--- src/rtl/bus_pkg.sv ---
// Shared bus map: peripheral base addresses, timer register offsets, TCON bit positions.
// Pure constants, no logic.
package bus_pkg;
    localparam int          DATA_W            = 32;
    localparam logic [31:0] TIMER_BASE_ADDR   = 32'h4000_0000;

    localparam logic [3:0]  TIMER_TH_OFF      = 4'h0;
    localparam logic [3:0]  TIMER_TL_OFF      = 4'h4;
    localparam logic [3:0]  TIMER_TCON_OFF    = 4'h8;
    localparam logic [3:0]  TIMER_SYSTICK_OFF = 4'hC;

    localparam int          TCON_EN           = 0;
    localparam int          TCON_IE           = 1;
    localparam int          TCON_IRQ          = 2;
endpackage

--- src/rtl/timer_prescaler.sv ---
// Prescaler: divides clk by PRESCALE while enabled; the count holds (not cleared) while disabled.
// Tick is combinational from the held count; no backpressure.
module timer_prescaler #(
    parameter int PRESCALE = 1
) (
    input  logic clk,
    input  logic reset,
    input  logic en,
    output logic tick
);
    localparam logic [15:0] LAST = 16'(PRESCALE - 1);

    logic [15:0] pre_cnt;

    assign tick = en && (pre_cnt == LAST);

    always_ff @(posedge clk or negedge reset) begin
        if (!reset) begin
            pre_cnt <= '0;
        end else if (en) begin
            pre_cnt <= tick ? 16'h0 : pre_cnt + 16'h1;
        end
    end
endmodule

--- src/rtl/bus_timer.sv ---
// Memory-mapped reloadable count-up timer on the MEM-stage data bus; zero-latency reads, writes at clk edge.
// Optional free-running SYSTICK at +0xC when TIMER_SYSTICK_EN is defined; no backpressure.
module bus_timer
    import bus_pkg::*;
#(
    parameter logic [31:0] BASE_ADDR = TIMER_BASE_ADDR,
    parameter int          PRESCALE  = 1
) (
    input  logic                clk,
    input  logic                reset,
    input  logic [31:0]         addr,
    input  logic                mem_rd,
    input  logic                mem_wr,
    input  logic [DATA_W-1:0]   wr_data,
    output logic [DATA_W-1:0]   rd_data,
    output logic                sel,
    output logic                irq
);
    logic [DATA_W-1:0] th;
    logic [DATA_W-1:0] tl;
    logic              en;
    logic              ie;
    logic              ip;

    logic [31:0] word_addr;
    logic [31:0] rel_addr;
    logic [3:0]  off;
    logic        wr_th, wr_tl, wr_tcon;
    logic        tick, ovf, irq_set;

    assign word_addr = {addr[31:2], 2'b00};
    assign rel_addr  = word_addr - BASE_ADDR;
    assign sel       = (word_addr >= BASE_ADDR) && (rel_addr[31:4] == 28'h0);
    assign off       = rel_addr[3:0];

    assign wr_th   = mem_wr && sel && (off == TIMER_TH_OFF);
    assign wr_tl   = mem_wr && sel && (off == TIMER_TL_OFF);
    assign wr_tcon = mem_wr && sel && (off == TIMER_TCON_OFF);

    timer_prescaler #(.PRESCALE(PRESCALE)) u_prescaler (
        .clk   (clk),
        .reset (reset),
        .en    (en),
        .tick  (tick)
    );

    // A CPU write to TL in the overflow cycle suppresses both reload and IRQ.
    assign ovf     = tick && (tl == '1);
    assign irq_set = ovf && ie && !wr_tl;
    assign irq     = ip;

    always_ff @(posedge clk or negedge reset) begin
        if (!reset) begin
            th <= '0;
            tl <= '0;
            en <= 1'b0;
            ie <= 1'b0;
            ip <= 1'b0;
        end else begin
            if (wr_th) th <= wr_data;
            if (wr_tl) begin
                tl <= wr_data;
            end else if (tick) begin
                tl <= ovf ? th : tl + 1'b1;
            end
            if (wr_tcon) begin
                en <= wr_data[TCON_EN];
                ie <= wr_data[TCON_IE];
            end
            if (irq_set) begin
                ip <= 1'b1;
            end else if (wr_tcon && !wr_data[TCON_IRQ]) begin
                ip <= 1'b0;
            end
        end
    end

`ifdef TIMER_SYSTICK_EN
    logic [DATA_W-1:0] systick;

    always_ff @(posedge clk or negedge reset) begin
        if (!reset) systick <= '0;
        else        systick <= systick + 1'b1;
    end
`endif

    always_comb begin
        rd_data = '0;
        if (mem_rd && sel) begin
            case (off)
                TIMER_TH_OFF:      rd_data = th;
                TIMER_TL_OFF:      rd_data = tl;
                TIMER_TCON_OFF:    rd_data = {{(DATA_W-3){1'b0}}, ip, ie, en};
`ifdef TIMER_SYSTICK_EN
                TIMER_SYSTICK_OFF: rd_data = systick;
`endif
                default:           rd_data = '0;
            endcase
        end
    end
endmodule

--- config.mk ---
export PLATFORM = sky130hd
export DESIGN_NAME = bus_timer
export DESIGN_NICKNAME = d
export VERILOG_FILES = /design/src/rtl/bus_pkg.sv /design/src/rtl/timer_prescaler.sv /design/src/rtl/bus_timer.sv
export SDC_FILE = /design/constraint.sdc
export NUM_CORES = 1
export LEC_CHECK = 0
export BUFFER_PORTS_ARGS = -buffer_cell sky130_fd_sc_hd__buf_2
export CAP_MARGIN = 30
export CORE_ASPECT_RATIO = 1.2
export CORE_MARGIN = 2
export CORE_UTILIZATION = 60
export CTS_CLUSTER_DIAMETER = 100
export CTS_CLUSTER_SIZE = 24
export DETAILED_ROUTE_END_ITERATION = 10
export GPL_TIMING_DRIVEN = 0
export PLACE_DENSITY = 0.86
export REMOVE_ABC_BUFFERS = 1
export SLEW_MARGIN = 40
export SYNTH_ARGS = -nofsm -noshare
export SYNTH_HDL_FRONTEND = slang
export SYNTH_HIERARCHICAL = 1
export SYNTH_SLANG_ARGS = --single-unit
export TNS_END_PERCENT = 10
--- constraint.sdc ---
create_clock -name clk -period 3.98 [get_ports clk]
set_input_delay 0.796 -clock clk [delete_from_list [all_inputs] [get_ports clk]]
set_output_delay 0.796 -clock clk [all_outputs]
set_load 0.02 [all_outputs]
# After elaboration in Yosys (flattened, before gate mapping)
# Index checks and enable logic that the tools add are counted.
# W data, S select, Z words.
# word_totals
wordCells	39
reg_bits	83
output_inout_bits	34
# classes
order_cmp	1
mux	8
n_reduce_logical	18
addsub	3
eq_ne	3
# op_table
cell	count
$mux W32	4
$pmux W32 S3	1
$add A32 B1 Y32 const B	1
$eq A32 B32 Y1 const B	1
$ge A32 B31 Y1 const B	1
$sub A32 B31 Y32 const B	1
$logic_not A28 Y1	1
$add A16 B1 Y16 const B	1
$logic_not A16 Y1	1
$mux W16	1
$logic_and A1 B1 Y1	11
$eq A4 B3 Y1 const B	1
$eq A4 B4 Y1 const B	1
$logic_not A4 Y1	1
$reduce_bool A2 Y1	2
$logic_not A1 Y1	2
$mux W1	2

# Logic depth before layout (Yosys ltp)
# depth
depth_word	8
mapped_depth	12

# Cells and area by module
# The synthesis kept the hierarchy.
# modules_own_cells
mod	n_inst	area_each_um2	cells_each
bus_timer	1	4362.9	460
timer_prescaler	1	823.3	73

# Least setup slack after synthesis
# No wires, ideal clock.
# synth_timing
path_kind	in2out
from	input addr[6]
to	output rd_data[21]
cell_stages	7
slack_ps	591
arrival_time_ps	2593
t_required_ps	3184
cell_sequence	nor4_1 > o2111ai_1 > nor2_1 > nand3b_1 > buf_2 > buf_2 > nor2_1
# synth_via
elab_chain_cells	5
word_cells_on_any_way	6
classes_between	add/sub: 1; order compare: 1; mux: 1; reduce/logical: 3
# synth_rtl
element	line_no	text
from (decl)	bus_timer.sv:11	input logic [31:0] addr,
$sub A32 B31 Y32	bus_timer.sv:32	assign rel_addr = word_addr - BASE_ADDR;
$logic_not A28 Y1	bus_timer.sv:33	assign sel = (word_addr >= BASE_ADDR) && (rel_addr[31:4] == 28'h0);
$logic_and A1 B1 Y1 (*)	bus_timer.sv:33	
named net sel	bus_timer.sv:16	output logic sel,
$logic_and A1 B1 Y1 (*)	bus_timer.sv:89	if (mem_rd && sel) begin
$mux W32 (*)	bus_timer.sv:89	
to (decl)	bus_timer.sv:15	output logic [DATA_W-1:0] rd_data,
# Mark *: on every way through the listed nets, which the timed path passes. The rest lies on a longest branch.

# Final worst setup path
# layout_timing
from	input addr[14]
to	output rd_data[19]
# layout_via
elab_chain_cells	5
word_cells_on_any_way	6
classes_between	add/sub: 1; order compare: 1; mux: 1; reduce/logical: 3
# layout_rtl
element	line_no
$sub A32 B31 Y32	bus_timer.sv:32
$logic_not A28 Y1	bus_timer.sv:33
$logic_and A1 B1 Y1 (*)	bus_timer.sv:33
$logic_and A1 B1 Y1 (*)	bus_timer.sv:89
$mux W32 (*)	bus_timer.sv:89
# Every way passes the cells marked *; elsewhere a longest branch is shown, timed or not.

==> flow_metrics.env <==
export IMPL_syn_instance_count=533
export IMPL_synth_largest_type_area_fraction_pct=40.0
export IMPL_overflow=0
export IMPL_tritoncts_num_buffers=9
export IMPL_worst_setup_hold_path_clk_slew_ns=0.08
export IMPL_floorplan_die_height_microns=106
export IMPL_top_level_ports=102
export IMPL_wl_mm=13.8
export IMPL_clock_insertion_delay_worst_skew_ns=0.36
export IMPL_drc=0
export IMPL_postRouteAntennaNets=0
export IMPL_finalClockSkew_ns=0.00801
export IMPL_rr_startpoint="u_prescaler/pre_cnt[0]"
export IMPL_route_detailed_wl_per_inst_microns=18.5
export IMPL_floorplan_die_area_sq_um=9410
export IMPL_setup_worst_path_end_class="primary output"
export IMPL_worst_endpoint_required_ns=3.18
export IMPL_numPortBuffers=99
export IMPL_post_drt_via_cell_ratio=6.34
export IMPL_netlist_area_sq_um=5190
export IMPL_clock_tree_htree_level_count=3
export IMPL_cts_root_buf="sky130_fd_sc_hd__clkbuf_8"
export IMPL_regToRegSetupSlack_ns=0.42
export IMPL_initial_core_util_pct=61.2
export IMPL_total_power_consumption_w=0.00168
export IMPL_outcome="complete, no violations"
export IMPL_die_width_microns=88.9
export IMPL_drt_met1_wl_mm=5.42
export IMPL_rsz_0062_raised_after_global_routing="false"
export IMPL_synth_top_cells_by_area="sky130_fd_sc_hd__dfrtp_1 (40%), sky130_fd_sc_hd__mux2i_1 (8.7%), sky130_fd_sc_hd__mux2_2 (6.9%)"
export IMPL_met3RoutedLength_microns=751
export IMPL_setup_worst_path_start="addr[14]"
export IMPL_drtIter0Drc=390
export IMPL_highest_metal_layer_with_signal_wires="met4"
export IMPL_yosysUniqueCellTypes=64
export IMPL_asyncSetResetFlopFracSynth_pct=100
export IMPL_worstPathArrival_ns=2.87
export IMPL_cellPowerDensity_nw_per_um2=278
export IMPL_synth_ff_latch_count=83
export IMPL_drv_max_cap_violation_count=0
export IMPL_worst_hold_slack_ns=0.285
export IMPL_dp_hpwl_mm=9.80
export IMPL_crit_path_cell_trace="buf_2 > nor4_1 > o2111ai_1 > nor2_1 > nand3b_1 > buf_4 > nor2_1 > buf_2"
export IMPL_antenna_cells_inserted=0
export IMPL_synth_common_cells="sky130_fd_sc_hd__dfrtp_1 (83), sky130_fd_sc_hd__nor2_1 (58), sky130_fd_sc_hd__nand2_1 (48)"
export IMPL_period_minus_slack_ns=3.67
export IMPL_cpMaxStageDelayCell="sky130_fd_sc_hd__nor2_1"
export IMPL_fmaxAchievable_mhz=273
export IMPL_grt_antenna_before_repair=0
export IMPL_report_final_hold_viol_count=0
export IMPL_core_sq_um=8470
export IMPL_routabilityCongestion=0.861
export IMPL_power_static_leakage_nw=2.90
export IMPL_fillers=595
export IMPL_synth_ff_type="sky130_fd_sc_hd__dfrtp_1"
export IMPL_critPathKind="input port to primary output"
export IMPL_firstDrtPassIters=6
export IMPL_first_global_vias=4606
export IMPL_wire_length_of_the_first_global_routing_pass_mm=22.6
export IMPL_layout_nets=692
export IMPL_tritoncts="built"
export IMPL_post_synth_cell_area_avg_sq_um=9.73
export IMPL_tns_ns=0
export IMPL_floorplan_rows=37
export IMPL_slew_limit_headroom_pct=43.7
export IMPL_worst_r2r_cell_count=9
export IMPL_yosysWarnings=6
export IMPL_finalCritPeriodShare_pct=92.1
export IMPL_worst_path_max_fanout=14
export IMPL_setup_violations=0
export IMPL_worstSetupStartpointType="input port"
export IMPL_min_delay_path_class="input port to async pin"
export IMPL_synth_edf_count=0
export IMPL_post_route_cells_drive_above_1_share_pct=30.4
export IMPL_global_route_usage_total_pct=30.7
export IMPL_max_ir_drop_vdd_mv=0.222
export IMPL_yosys_cell_count_top_type="sky130_fd_sc_hd__dfrtp_1"
export IMPL_critPathMaxStageDelay_ns=0.52
export IMPL_area_delta_synth_final_pct=16.5
export IMPL_register_area_sq_um=2080
export IMPL_tightestPinTransition_ns=0.843
export IMPL_cts_num_sinks=83
export IMPL_cts_buffer_depth=2
export IMPL_multiInputGateArea_sq_um=2910
export IMPL_synth_seq_area_share_pct=40.0
export IMPL_yosys_area_top_type="sky130_fd_sc_hd__dfrtp_1"
export IMPL_slew_violations=0
export IMPL_routed_via_count=4710
export IMPL_wl_met2_mm=7.16
export IMPL_grt_max_degree=59
==> critical path, delay by kind of cell <==
family | cells | cell delay, ns
simple gates | 4 | 1.13
buf+inv | 3 | 0.49
compound gates | 1 | 0.44
==> cells by family (layout without fill, tap and decap cells) <==
kind of cell | after synthesis | count (layout) | synth area share [%]
simple gates | 213 | 213 | 23.3
compound gates | 86 | 86 | 11.6
flops | 83 | 83 | 40.0
mux | 81 | 81 | 16.5
buf+inv | 47 | 140 | 4.44
xor+xnor | 20 | 20 | 3.38
fa+ha+maj | 3 | 3 | 0.724
==> cell usage in the layout, fill, tap and decap left out, types with 4 or more instances in the layout <==
| master | n |
|---|---|
| sky130_fd_sc_hd__a21oi_1 | 26 |
| sky130_fd_sc_hd__a22o_1 | 4 |
| sky130_fd_sc_hd__a31oi_1 | 14 |
| sky130_fd_sc_hd__and3_1 | 6 |
| sky130_fd_sc_hd__buf_2 | 100 |
| sky130_fd_sc_hd__buf_4 | 7 |
| sky130_fd_sc_hd__clkbuf_8 | 10 |
| sky130_fd_sc_hd__dfrtp_1 | 83 |
| sky130_fd_sc_hd__inv_1 | 13 |
| sky130_fd_sc_hd__mux2_1 | 4 |
| sky130_fd_sc_hd__mux2_2 | 32 |
| sky130_fd_sc_hd__mux2i_1 | 45 |
| sky130_fd_sc_hd__nand2_1 | 48 |
| sky130_fd_sc_hd__nand3_1 | 13 |
| sky130_fd_sc_hd__nand4_1 | 19 |
| sky130_fd_sc_hd__nor2_1 | 58 |
| sky130_fd_sc_hd__nor2b_1 | 5 |
| sky130_fd_sc_hd__nor3_1 | 11 |
| sky130_fd_sc_hd__nor4_1 | 10 |
| sky130_fd_sc_hd__nor4_2 | 7 |
| sky130_fd_sc_hd__o21ai_0 | 7 |
| sky130_fd_sc_hd__o31ai_1 | 6 |
| sky130_fd_sc_hd__o31ai_2 | 6 |
| sky130_fd_sc_hd__or4_1 | 4 |
| sky130_fd_sc_hd__xnor2_1 | 7 |
| sky130_fd_sc_hd__xor2_1 | 13 |
==> per-layer routing <==
metal / track usage [%] / vias to the layer above
met5: 0 / -
met3: 3.52 / 32
met2: 50.3 / 205
met1: 39.8 / 2333
li1: - / 2140
met4: 15.0 / 0
==> final timing paths <==
path                                            to
max                                    rd_data[19]
min                         u_prescaler/pre_cnt[5]
max reg2reg                                 tl[13]
min reg2reg                u_prescaler/pre_cnt[15]
max in group asynchronous                   th[20]
min in group clk           u_prescaler/pre_cnt[15]
==> metrics by stage <==
stage | std cells | utilization, % | worst slack [ns] | area [sq um]
5_1_grt | 743 | 71.3 | 0.193 | 6040
2_1_floorplan | 499 | - | 0.230 | 5000
4_1_cts | 743 | 71.2 | 0.280 | 6040
6_report | 743 | 71.3 | 0.313 | 6040
3_5_place_dp | 727 | 68.4 | 0.283 | 5790
3_3_place_gp | 715 | 66.7 | -1.05 | 5650
==> flip-flops by register name (all words and copies together), names as in the netlist <==
name and cells:
irq 1, u_prescaler/pre_cnt 16, th 32, tl 32
ie 1, en 1
==> power by group <==
part	internal (W)	leakage, nW	switching (W)	total (W)
Combinational	0.0000413	1.77	0.0000522	0.0000935
Clock	0.000435	0.117	0.000309	0.000744
Sequential	0.000842	1.02	0.0000000000818	0.000842
==> cell type report <==
type	count	area share [%]
multi-input cells	403	48.2
flip-flops and latches	83	34.4
repair buffers	111	10.2
well taps	117	2.42
clock buffers	12	2.40
clock inverters	4	1.61
inverters	13	0.807
==> timing repair <==
item                                    CTS  global route
setup buffers                             0             0
endpoints found under the setup margin    0             1
hold buffers                              0             0
resized for setup                         0             1
(Power assumes the default switching activity.)
